--- config.mk ---
export PLATFORM = sky130hd
export DESIGN_NAME = vga_scan_generator
export DESIGN_NICKNAME = d
export VERILOG_FILES = /design/src/rtl/vga_scan_generator.sv
export SDC_FILE = /design/constraint.sdc
export NUM_CORES = 1
export LEC_CHECK = 0
export CAP_MARGIN = 20
export CORE_MARGIN = 4
export CORE_UTILIZATION = 45
export DETAILED_ROUTE_END_ITERATION = 12
export GPL_ROUTABILITY_DRIVEN = 1
export HOLD_SLACK_MARGIN = 0.06
export PLACE_DENSITY = 0.75
export SLEW_MARGIN = 20
export SYNTH_ARGS = -nofsm -noshare
export SYNTH_HDL_FRONTEND = slang
export SYNTH_SLANG_ARGS = --single-unit
--- constraint.sdc ---
create_clock -name clock -period 4.5 [get_ports clock]
set_input_delay 0.9 -clock clock [delete_from_list [all_inputs] [get_ports clock]]
set_output_delay 0.9 -clock clock [all_outputs]
set_load 0.005 [all_outputs]
--- src/rtl/vga_scan_generator.sv ---
// VGA raster scan generator.
// Produces the (col, row) pixel coordinates for the colour renderers, an
// undelayed blank aligned with them, and HS/VS/blank_out delayed by
// PIPE_DEPTH enabled pixels so that they line up with the renderers' colour
// output. All state advances only on clock edges where pix_en is high.
module vga_scan_generator #(
  parameter int H_VISIBLE  = 640,
  parameter int H_FRONT    = 16,
  parameter int H_SYNC     = 96,
  parameter int H_BACK     = 48,
  parameter int V_VISIBLE  = 480,
  parameter int V_FRONT    = 10,
  parameter int V_SYNC     = 2,
  parameter int V_BACK     = 33,
  parameter int PIPE_DEPTH = 2,
  parameter int BUS_WIDTH  = 11
) (
  input  logic                 clock,
  input  logic                 reset_L,
  input  logic                 pix_en,
  output logic [BUS_WIDTH-1:0] col,
  output logic [BUS_WIDTH-1:0] row,
  output logic                 blank,
  output logic                 HS,
  output logic                 VS,
  output logic                 blank_out,
  output logic                 line_start,
  output logic                 frame_start,
  output logic [7:0]           frame_count
);

  localparam int H_TOTAL = H_VISIBLE + H_FRONT + H_SYNC + H_BACK;
  localparam int V_TOTAL = V_VISIBLE + V_FRONT + V_SYNC + V_BACK;

  // All count compares are done at BUS_WIDTH bits.
  localparam logic [BUS_WIDTH-1:0] H_LAST   = BUS_WIDTH'(H_TOTAL - 1);
  localparam logic [BUS_WIDTH-1:0] V_LAST   = BUS_WIDTH'(V_TOTAL - 1);
  localparam logic [BUS_WIDTH-1:0] H_VIS    = BUS_WIDTH'(H_VISIBLE);
  localparam logic [BUS_WIDTH-1:0] V_VIS    = BUS_WIDTH'(V_VISIBLE);
  localparam logic [BUS_WIDTH-1:0] HS_FIRST = BUS_WIDTH'(H_VISIBLE + H_FRONT);
  localparam logic [BUS_WIDTH-1:0] HS_LAST  = BUS_WIDTH'(H_VISIBLE + H_FRONT + H_SYNC - 1);
  localparam logic [BUS_WIDTH-1:0] VS_FIRST = BUS_WIDTH'(V_VISIBLE + V_FRONT);
  localparam logic [BUS_WIDTH-1:0] VS_LAST  = BUS_WIDTH'(V_VISIBLE + V_FRONT + V_SYNC - 1);

  // Elaboration-time sanity checks on the geometry.
  if (H_TOTAL - 1 >= (1 << BUS_WIDTH)) begin : g_h_width_check
    $fatal(1, "H_TOTAL-1 does not fit in BUS_WIDTH bits");
  end
  if (V_TOTAL - 1 >= (1 << BUS_WIDTH)) begin : g_v_width_check
    $fatal(1, "V_TOTAL-1 does not fit in BUS_WIDTH bits");
  end
  if (PIPE_DEPTH < 0 || PIPE_DEPTH > 7) begin : g_depth_check
    $fatal(1, "PIPE_DEPTH must be in 0..7");
  end

  logic [BUS_WIDTH-1:0] col_q, col_d;
  logic [BUS_WIDTH-1:0] row_q, row_d;
  logic [7:0]           frame_q, frame_d;

  logic hs_raw;
  logic vs_raw;
  logic blank_raw;

  // Next-state for the raster counters and the completed-frame counter.
  always_comb begin
    // NOTE: every output of this block gets a default first, so no path can
    // leave a signal unassigned and infer a latch.
    col_d   = col_q;
    row_d   = row_q;
    frame_d = frame_q;
    if (pix_en) begin
      if (col_q == H_LAST) begin
        col_d = '0;
        if (row_q == V_LAST) begin
          row_d   = '0;
          frame_d = frame_q + 8'd1;
        end else begin
          row_d = row_q + 1'b1;
        end
      end else begin
        col_d = col_q + 1'b1;
      end
    end
  end

  // Raster counter registers; hold whenever pix_en is low.
  always_ff @(posedge clock or negedge reset_L) begin
    // NOTE: sequential state uses non-blocking assignments so every flop
    // samples the pre-edge values, independent of statement order.
    if (!reset_L) begin
      col_q   <= '0;
      row_q   <= '0;
      frame_q <= '0;
    end else begin
      col_q   <= col_d;
      row_q   <= row_d;
      frame_q <= frame_d;
    end
  end

  // Raw (undelayed) sync and blank decoded from the current counters.
  always_comb begin
    hs_raw    = !((col_q >= HS_FIRST) && (col_q <= HS_LAST));
    vs_raw    = !((row_q >= VS_FIRST) && (row_q <= VS_LAST));
    blank_raw = (col_q >= H_VIS) || (row_q >= V_VIS);
  end

  if (PIPE_DEPTH == 0) begin : g_no_delay
    assign HS        = hs_raw;
    assign VS        = vs_raw;
    assign blank_out = blank_raw;
  end else begin : g_delay
    // Each stage holds {hs, vs, blank}.
    logic [2:0] pipe_q [PIPE_DEPTH];

    // Shift the sync/blank delay line by one stage per enabled pixel.
    always_ff @(posedge clock or negedge reset_L) begin
      if (!reset_L) begin
        // NOTE: every stage is reset to the inactive pattern so no stale sync
        // pulse leaks out after reset; this keeps the line as flops, not RAM.
        for (int i = 0; i < PIPE_DEPTH; i++) begin
          pipe_q[i] <= 3'b111;
        end
      end else if (pix_en) begin
        pipe_q[0] <= {hs_raw, vs_raw, blank_raw};
        for (int i = 1; i < PIPE_DEPTH; i++) begin
          pipe_q[i] <= pipe_q[i-1];
        end
      end
    end

    assign HS        = pipe_q[PIPE_DEPTH-1][2];
    assign VS        = pipe_q[PIPE_DEPTH-1][1];
    assign blank_out = pipe_q[PIPE_DEPTH-1][0];
  end

  assign col         = col_q;
  assign row         = row_q;
  assign blank       = blank_raw;
  assign frame_count = frame_q;
  assign line_start  = pix_en && (col_q == '0);
  assign frame_start = pix_en && (col_q == '0) && (row_q == '0);

endmodule
==> results.md, run 1 <==
* Most numerous cell in the Yosys netlist: dfrtp_1
* Worst-margin pin slew at 0.822 ns
* Yosys synthesis warning count at 0
* WL final at 4210 um
* Hold Crit Class: reg2reg
* First-pass GRT wire length at 7310 um
* Flop pwr share at 50.0%
* RSZ-0062 raised after global routing: no
* Final ANT Viol Nets at 0
* Pwr Density at 325 nW/um2
* CTS Sinks at 36
* Hold Path End: frame_count[7]
* P_int at 0.000586 W
* Via density at 5.67
* I/O Pins at 39
* Vias in the first global route at 1536
* Nets at 236
* CP Data Required Time at 3.60 ns
* Total track usage at 17.6%
* # port buffers at 38
* Clock share of power at 34.0%
* Leak at 1.08 nW
* Post_cts resized at 0
* Die footprint at 5350 um2
* Max Clk Rate at 285 MHz
* Vias at 1577
* Syn_nets at 197
* Async set-reset flop share out of synthesis at 100%
* Rows at 23
* Post-cts hold buffer count at 0
* R2r startpoint: col[0]
* Flop2flop setup slack at 1.90 ns
* Worst-Skew Late Latency at 0.28 ns
* WP data arrival at 2.61 ns
* CTS clk-pin slew, worst paths at 0.07 ns
* Final Hold Viols at 0
* Final Setup Violations at 0
* Sw Ratio at 26.1%
* Initial Util at 47.1%
* Share of the synthesized area in the top cell type at 39.3%
* Reg2Reg Depth at 5
* Flops & latches, synth at 36
* Switching pwr at 0.000207 W
* N_diodes at 0
* Synth area leader: dfrtp_1
* Initial DRT Pass Iterations at 4
* Maxcap violations at 0
* Hold_sp: frame_count[7]
* Clock Skews at 0.00402 ns
* Commonest cells in the netlist: 30 x dfrtp_1, 16 x nand3_1, 11 x o21ai_0, 11 x xor2_1
* Unique masters post-synth at 39
* Root Driver: clkbuf_8
* Detailed Route Iter0 Violations at 83
* Worst VDD drop at 0.000159 V
* Outcome: finished, final reports clean
* H-tree depth at 2
* Routed wire per std cell at 15.1 um
* Post-synthesis instance total at 188
* Worst slew margin at 45.1%
* Mean Syn Cell Area at 10.2 um2
* Share of cells above drive strength 1 at 11.8%
* Hold path depth at 1
* DRC violations left at 0
* Bufs on Longest Clock Path at 2
* Placed wire-length estimate at 3050 um
* Total CTS buffers at 5
* Power, Total at 0.000793 W
* GPL Wtd Cong at 0.819
* Die height at 73.1 um
* Mapped Area at 1910 um2
* Worst Path Max Fanout at 2
* Synth area leaders: dfrtp_1 39%, dfstp_2 8.3%, xor2_1 5.0%, nand3_1 4.2%, ha_1 3.9%
* P&R area growth vs syn at 27.7%
* Final Cycle Share at 77.9%
* Initial antenna violation count at 0
* Reg2Reg Capture Point: row[10]
* Max Slew Vio Count at 0
* Filler instances at 329
* EDFF count, synth at 0
* Final Critical Period at 3.51 ns
* TritonCTS clock tree: built
* Post-CTS setup buffers at 0
* Worst Setup End Kind: output pin
* Area of the core at 4060 um2
* Crit path kind: in2out
* Grt ovf at 0
* Gate power share at 16.0%
* Most common flop cell mapped by yosys: dfrtp_1
* Register area share after synthesis at 47.6%
* Die W at 73.1 um
* Setup TNS at 0 ns
* CP startpoint kind: input pin
* Largest net degree at the start of global routing at 37
layout by cell type (no fill, tap or decap), types with 2 or more instances in the layout:
cell type        instances
nor3b_1                  2
and4_1                   3
dfstp_2                  6
nor3_1                   8
nand3_1                 16
nand4_1                  9
nor4_1                   4
buf_4                    3
and4b_1                  2
mux2_2                   6
xor2_1                  11
o21ai_0                 11
ha_1                     6
nor2b_1                  2
dfrtp_1                 30
clkbuf_8                 5
nor4b_2                  2
inv_1                    7
nand2_1                 10
clkdlybuf4s50_1         38
a31oi_1                  4
and3_1                   4
a21oi_1                  6
xnor2_1                  7
nor2_1                  10
flip-flops by register name, indices dropped and copies added (netlist names):
| signal | cells |
|---|---|
| HS | 1 |
| VS | 1 |
| col | 11 |
| g_delay.pipe_q | 3 |
| frame_count | 8 |
| blank_out | 1 |
| row | 11 |
cells by family (layout without fill, tap and decap cells):
| kind of cell | after synthesis | count (layout) | share of synthesized area (%) |
|---|---|---|---|
| buffers and inverters | 16 | 56 | 4.06 |
| DFF | 36 | 36 | 47.6 |
| xor gates and xnor gates | 18 | 18 | 8.26 |
| muxes | 6 | 6 | 3.54 |
| adders and majority gates | 6 | 6 | 3.93 |
| AOI/OAI and AO/OA | 27 | 27 | 8.19 |
| and+or+nand+nor | 79 | 79 | 24.4 |
stage by stage:
| stage | worst slack (ns) | cells | instance area [um2] | utilization [%] | hold WS [ns] |
|---|---|---|---|---|---|
| 2_1_floorplan | 1.92 | 188 | 1910 | - | 0.465 |
| 3_3_place_gp | 0.973 | 270 | 2330 | 57.4 | 0.461 |
| 3_5_place_dp | 1.00 | 270 | 2330 | 57.4 | 0.482 |
| 4_1_cts | 0.975 | 278 | 2440 | 60.1 | 0.494 |
| 5_1_grt | 0.916 | 278 | 2440 | 60.1 | 0.505 |
| 6_report | 0.993 | 278 | 2440 | 60.1 | 0.488 |
per-layer routing:
metal	part of all wire [%]	GRT usage [%]	vias to the layer above	routed length, um
met3	5.6	2.48	4	234
met4	1.2	6.15	0	51
met1	46	25.2	757	1940
met2	47	27.3	58	1990
li1	-	-	758	-
met5	0	0	-	0
power by group through the flow:
stage               Combinational, W  Sequential (W)  Clock, W
floorplan                  0.0000825        0.000378         0
global placement            0.000125        0.000402         0
detailed placement          0.000127        0.000402         0
CTS                         0.000128        0.000397  0.000275
global route                0.000140        0.000402  0.000287
finish                      0.000127        0.000397  0.000270
worst max path at each step:
stage / end / startpoint / cells after the start / slack [ns]
final: frame_start / pix_en / 5 / 0.99
after floorplan: frame_start / pix_en / 4 / 1.92
after detailed placement: frame_start / pix_en / 5 / 1.00
after global routing: frame_start / pix_en / 5 / 0.92
after CTS: frame_start / pix_en / 5 / 0.97
after global placement: frame_start / pix_en / 5 / 0.97
critical path, cell delays in order:
cell and delay [ns]:
clkdlybuf4s50_1 0.48, nor3b_1 0.26, and4_1 0.26, and4b_1 0.21, clkdlybuf4s50_1 0.50
area by class of cell:
| class | instances | area (um2) | share of cell area [%] |
|---|---|---|---|
| Clock inverter | 2 | 35.0 | 1.44 |
| Timing Repair Buffer | 41 | 403 | 16.5 |
| Multi-Input combinational cell | 136 | 930 | 38.1 |
| Clock buffer | 6 | 72.6 | 2.98 |
| Tap cell | 50 | 62.6 | 2.57 |
| Inverter | 7 | 26.3 | 1.08 |
| Sequential cell | 36 | 908 | 37.3 |
No activity file was read; power rests on OpenSTA's default activity.
==> inputs of run 2 (changes only) <==
Clock period 4.5 ns to 3.3 ns, I/O delays scaled along.
==> run 2 against run 1 <==
- wire length increased by 0.85%
- critical path type unchanged
- non-clock buffer count increased by 1
- die area unchanged
- setup slack lost 0.70 ns
- critical path depth unchanged
==> results.md, run 2 (synthesized netlist as in run 1, its figures left out) <==
* Reg2Reg Capture Point: row[10]
* Largest delay contributor family on the critical path: buffers and inverters
* Reg2Reg Depth at 5 (unchanged)
* Grt ovf at 0 (unchanged)
* Die height at 73.1 um (unchanged)
* RSZ-0062 raised after global routing: no
* Worst VDD drop at 0.000253 V (+59%)
* Worst-Skew Late Latency at 0.29 ns (about the same)
* CP Cell Sequence: clkdlybuf4s50_1 > nor3b_1 > and4_1 > and4b_1 > clkdlybuf4s50_1
* Most common cell after layout, fill and taps aside: clkdlybuf4s50_1
* N_diodes at 0 (unchanged)
* Max Clk Rate at 332 MHz
* Hold Crit Class: reg2reg
* P&R area growth vs syn at 27.3%
* GPL Wtd Cong at 0.798 (-2.5%)
* CTS Sinks at 36 (unchanged)
* Pwr Density at 426 nW/um2 (+31%)
* Outcome: finished, final reports clean
* Bufs on Longest Clock Path at 2 (unchanged)
* R2r startpoint: col[0]
* Routed wire per std cell at 15.2 um (+0.49%)
* Die footprint at 5350 um2 (unchanged)
* Placed cell areas at 2340 um2 (+0.32%)
* DRC violations left at 0 (unchanged)
* Flop2flop setup slack at 0.76 ns (-1.14 ns)
* Worst Setup End Kind: output pin
* Final Hold Viols at 0 (unchanged)
* Post-cts hold buffer count at 0 (unchanged)
* H-tree depth at 2 (unchanged)
* Worst-margin pin slew at 0.539 ns (-0.283 ns)
* Worst slew margin at 63.8% (+19 points)
* CP Data Required Time at 2.64 ns (-0.96 ns)
* Finished layout cell area at 2430 um2 (-0.31%)
* Setup TNS at 0 ns (unchanged)
* Share of cells above drive strength 1 at 12.7% (+0.82 points)
* Slowest stage cell, crit path: clkdlybuf4s50_1
* Hold Path End: frame_count[7]
* Rows at 23 (unchanged)
* TritonCTS clock tree: built
* Placed wire-length estimate at 3030 um (-0.53%)
* Total track usage at 17.2% (-0.40 points)
* WL final at 4250 um (+0.85%)
* Hold path depth at 1 (unchanged)
* Initial Util at 47.1% (unchanged)
* CTS clk-pin slew, worst paths at 0.07 ns (about the same)
* Crit path kind: in2out
* Post_cts resized at 0 (unchanged)
* Post-CTS setup buffers at 0 (unchanged)
* Final Cycle Share at 91.1%
* First-pass GRT wire length at 7110 um (-2.8%)
* Buf/Inv on CP at 2 (unchanged)
* Vias at 1588 (+0.70%)
* Detailed Route Iter0 Violations at 159 (+92%)
* Maxcap violations at 0 (unchanged)
* Vias in the first global route at 1494 (-2.7%)
* Final ANT Viol Nets at 0 (unchanged)
* Leak at 1.08 nW (about the same)
* Final Critical Period at 3.01 ns
* Final Hold Slack at 0.464 ns (-0.0246 ns)
* Largest net degree at the start of global routing at 37 (unchanged)
* Die W at 73.1 um (unchanged)
* # port buffers at 38 (unchanged)
* Root Driver: clkbuf_8
* Via density at 5.69 (+0.34%)
* Clock Skews at 0.00462 ns (+0.000601 ns)
* I/O Pins at 39 (unchanged)
* Area of the core at 4060 um2 (unchanged)
* Slowest stage delay, CP at 0.50 ns (about the same)
* CP most frequent cell: clkdlybuf4s50_1
* Worst Path Max Fanout at 2 (unchanged)
* Max Slew Vio Count at 0 (unchanged)
* CP startpoint kind: input pin
* Most frequent cells in the layout: 38 x clkdlybuf4s50_1, 30 x dfrtp_1, 16 x nand3_1
* Initial DRT Pass Iterations at 4 (unchanged)
* Nets at 237 (+0.42%)
* WP data arrival at 2.35 ns (-0.26 ns)
* Total CTS buffers at 5 (unchanged)
* Final Setup Violations at 0 (unchanged)
* Initial antenna violation count at 0 (unchanged)
* Hold_sp: frame_count[7]
run 2: area by class of cell:
class / instances / area, um2
Inverter: 7 / 26.3
Timing Repair Buffer: 42 / 410
Clock inverter: 2 / 10.0
Multi-Input combinational cell: 136 / 930
Sequential cell: 36 / 908
Fill cell: 349 / 1630
Tap cell: 50 / 62.6
Clock buffer: 6 / 82.6
run 2: report_power, final:
group	switching, W	leakage (nW)	total [W]	internal, W
Combinational	0.0000697	0.574	0.000174	0.000104
Sequential	0.0000702	0.456	0.000542	0.000472
Clock	0.000152	0.0510	0.000319	0.000166
Total	0.000292	1.08	0.00103	0.000742
run 2: worst max path at each step:
| stage | slack (ns) | from | cells after the start | endpoint |
|---|---|---|---|---|
| finish | 0.29 | pix_en | 5 | frame_start |
| global placement | 0.25 | pix_en | 6 | row[10] |
| CTS | 0.28 | pix_en | 5 | frame_start |
| global route | 0.17 | pix_en | 5 | frame_start |
| detailed placement | 0.23 | pix_en | 6 | row[10] |
| floorplan | 1.06 | pix_en | 6 | row[10] |
run 2: metrics by stage:
step / cells / utilization [%] / total power, W / setup WS (ns)
after floorplan: 188 / - / 0.000628 / 1.06
after global placement: 271 / 57.6 / 0.000720 / 0.246
after detailed placement: 271 / 57.6 / 0.000723 / 0.233
after CTS: 279 / 59.9 / 0.00105 / 0.282
after global routing: 279 / 59.9 / 0.00109 / 0.171
final: 279 / 59.9 / 0.00103 / 0.292
run 2: routing by layer:
metal	track usage, %	vias to the layer above	part of all wire (%)
met1	24.1	775	48
met5	0	-	0
li1	-	762	-
met2	25.3	44	46
met4	6.15	0	1.7
met3	4.96	7	4.7
==> inputs of run 3 (changes only) <==
Settings changed: ABC_AREA from default to 1, DONT_BUFFER_PORTS from default to 1, PLACE_DENSITY 0.75 to 0.64.
==> run 3 against run 2 <==
- clock-buffer cell count down 1
- global-route usage grew 0.23 points
- fmax up 31%
- critical path depth grew 1
- register-to-register slack better by 0.84 ns
- wire length increased by 11%
- critical path type is now reg2out
==> results.md, run 3 <==
* # port buffers at 0 (-100%)
* Max Slew Vio Count at 0 (unchanged)
* Final Critical Period at 2.30 ns (-0.704 ns)
* Buf/Inv on CP at 2 (unchanged)
* Detailed Route Iter0 Violations at 82 (-48%)
* Final Setup Violations at 0 (unchanged)
* Final worst slack at 0.996 ns (+0.704 ns)
* Vias in the first global route at 1780 (+19%)
* Largest net degree at the start of global routing at 31 (-16%)
* Final ANT Viol Nets at 0 (unchanged)
* Worst Path Max Fanout at 7 (+5)
* Grt ovf at 0 (unchanged)
* P&R area growth vs syn at 7.46%
* Reg2Reg Capture Point: frame_count[1]
* Final Hold Viols at 0 (unchanged)
* Flops & latches, synth at 36 (unchanged)
* Bufs on Longest Clock Path at 2 (unchanged)
* Die W at 77.9 um (+6.5%)
* I/O Pins at 39 (unchanged)
* Multi-input logic area at 1120 um2 (+21%)
* Final core occ at 50.0% (-9.9 points)
* CP Cell Sequence: inv_1 > ha_1 > inv_1 > nor2_1 > nand4_1 > nor3_1
* Unique masters post-synth at 30 (-23%)
* Rows at 25 (+8.7%)
* Worst-margin pin slew at 0.423 ns (-0.116 ns)
* Share of the synthesized area in the top cell type at 34.2% (-5.1 points)
* Root Driver: clkbuf_8
* Placed wire-length estimate at 3460 um (+14%)
* Register area at 908 um2 (unchanged)
* Placed cell count at 352 (+30%)
* Syn_nets at 298 (+51%)
* CP startpoint kind: flip-flop
* Most common flop cell mapped by yosys: dfrtp_1
* Initial DRT Pass Iterations at 4 (unchanged)
* Initial Util at 46.5% (-0.57 points)
* Final Cycle Share at 69.8% (-21 points)
* Leak at 1.21 nW (+12%)
* Non-filler instance count after layout at 361 (+29%)
* Power, Total at 0.00108 W (+4.2%)
* Mapped Area at 2200 um2 (+15%)
* R2r startpoint: col[1]
* Filler instances at 471 (+35%)
* Pre-CTS setup slack at 1.31 ns (+1.08 ns)
* Die footprint at 6060 um2 (+13%)
* Slowest stage delay, CP at 0.46 ns (-0.04 ns)
* Post-synthesis instance total at 289 (+54%)
* Hold Crit Class: in2async
* Maxcap violations at 0 (unchanged)
* EDFF count, synth at 0 (unchanged)
* Pwr Density at 457 nW/um2 (+7.3%)
* WP data arrival at 1.64 ns (-0.71 ns)
* Post_cts resized at 0 (unchanged)
* Routed wire per std cell at 13.1 um (-14%)
* Synth area leaders: dfrtp_1 34%, nand2_1 18%, dfstp_2 7.2%, nor2_1 5.5%, xor2_1 5.2%
* Commonest cells in the netlist: 103 x nand2_1, 32 x nor2_1, 30 x dfrtp_1, 29 x inv_1, 17 x nand3_1
* Largest delay contributor family on the critical path: simple AND/OR/NAND/NOR gates
* Via density at 4.96 (-13%)
* Max Clk Rate at 434 MHz (+31%)
* Flop2flop setup slack at 1.60 ns (+0.84 ns)
* Async set-reset flop share out of synthesis at 100% (unchanged)
* Setup TNS at 0 ns (unchanged)
* Clock Skews at 0.00340 ns (-0.00122 ns)
* Most numerous cell in the Yosys netlist: nand2_1
* Total track usage at 17.4% (+0.23 points)
* Worst VDD drop at 0.000224 V (-11%)
* Most frequent cells in the layout: 103 x nand2_1, 32 x nor2_1, 30 x dfrtp_1
* Synth area leader: dfrtp_1
* Worst-Skew Late Latency at 0.29 ns (about the same)
* Share of cells above drive strength 1 at 11.9% (-0.76 points)
* CP most frequent cell: inv_1
* WL final at 4730 um (+11%)
* Yosys synthesis warning count at 0 (unchanged)
* Mean Syn Cell Area at 7.60 um2 (-25%)
* TritonCTS clock tree: built
* Nets at 302 (+27%)
* Initial antenna violation count at 0 (unchanged)
* Vias at 1792 (+13%)
* First-pass GRT wire length at 8520 um (+20%)
* Reg2Reg Depth at 8 (+3)
* H-tree depth at 2 (unchanged)
* N_diodes at 0 (unchanged)
* Slowest stage cell, crit path: dfrtp_1
* Worst slew margin at 71.6% (+7.8 points)
* Outcome: finished, final reports clean
* Die height at 77.9 um (+6.5%)
* DRC violations left at 0 (unchanged)
* RSZ-0062 raised after global routing: no
* Most common cell after layout, fill and taps aside: nand2_1
* CP Data Required Time at 2.64 ns (about the same)
* Crit path kind: reg2out
* Area of the core at 4720 um2 (+16%)
* GPL Wtd Cong at 0.906 (+13%)
* CTS Sinks at 36 (unchanged)
* Register area share after synthesis at 41.4% (-6.2 points)
* Worst Setup End Kind: output pin
* CTS clk-pin slew, worst paths at 0.08 ns (about the same)
* Total CTS buffers at 5 (unchanged)
## run 3: cell count changes after synthesis, sizes merged, moves of 5 or more
cell / delta
nor2: +26
mux2: -6
xnor2: -7
o21ai: -5
inv: +27
nand2: +96
## run 3: how the worst max path moves through the flow
stage | from | end | slack [ns] | cells past startpoint
after CTS | row[0] | frame_start | 0.99 | 6
after global routing | row[0] | frame_start | 0.87 | 6
after floorplan | pix_en | frame_start | 1.38 | 5
after global placement | row[0] | frame_start | 1.36 | 6
final | row[0] | frame_start | 1.0 | 6
after detailed placement | row[0] | frame_start | 1.31 | 6
## run 3: metal layers
layer  vias to the layer above  track usage (%)  share of wire (%)
li1                        913                -                  -
met1                       835             22.0                 45
met2                        40             28.1                 48
met3                         4             5.57                6.6
met4                         0             6.05               0.97
met5                         -                0                  0
## run 3: what timing repair did
action,in CTS,in global routing
hold buffers,1,0
buffers inserted,0,0
endpoints found under the setup margin,0,0
endpoints found under the hold margin,30,0
## run 3: layout make-up
class | count | area share (%)
multi-input combinational | 214 | 47.6
sequential | 36 | 38.5
inverter | 35 | 5.78
tap | 67 | 3.55
clock buffer | 5 | 2.92
timing repair buffer | 1 | 0.848
clock inverter | 3 | 0.795
## run 3: power breakdown
part	switching [W]	leakage, nW	internal, W	total (W)
clock network	0.000166	0.0479	0.000147	0.000313
logic	0.000127	0.713	0.0000661	0.000193
registers	0.0000810	0.447	0.000490	0.000571
## run 3: logic make-up after synthesis
logic type	Yosys count	synth area share, %
xor+xnor	13	5.19
compound gates	13	3.42
fa+ha+maj	6	3.42
buf+inv	39	7.46
flops	36	41.4
simple gates	182	39.1
## run 3: worst reg2reg max path, cell delays in order, from the launching register on
cell and delay (ns):
dfrtp_1 0.42, ha_1 0.22, nand3_2 0.15, clkinv_4 0.12, nand3_4 0.10, nor2_4 0.27
nand2_2 0.19, nand2_1 0.09, nand2_1 0.05
## run 3: per-stage QoR
stage	hold WS [ns]	cell area [um2]
CTS	0.185	2360
floorplan	0.364	2200
finish	0.186	2360
detailed placement	0.366	2250
global route	0.181	2360
global placement	0.366	2250
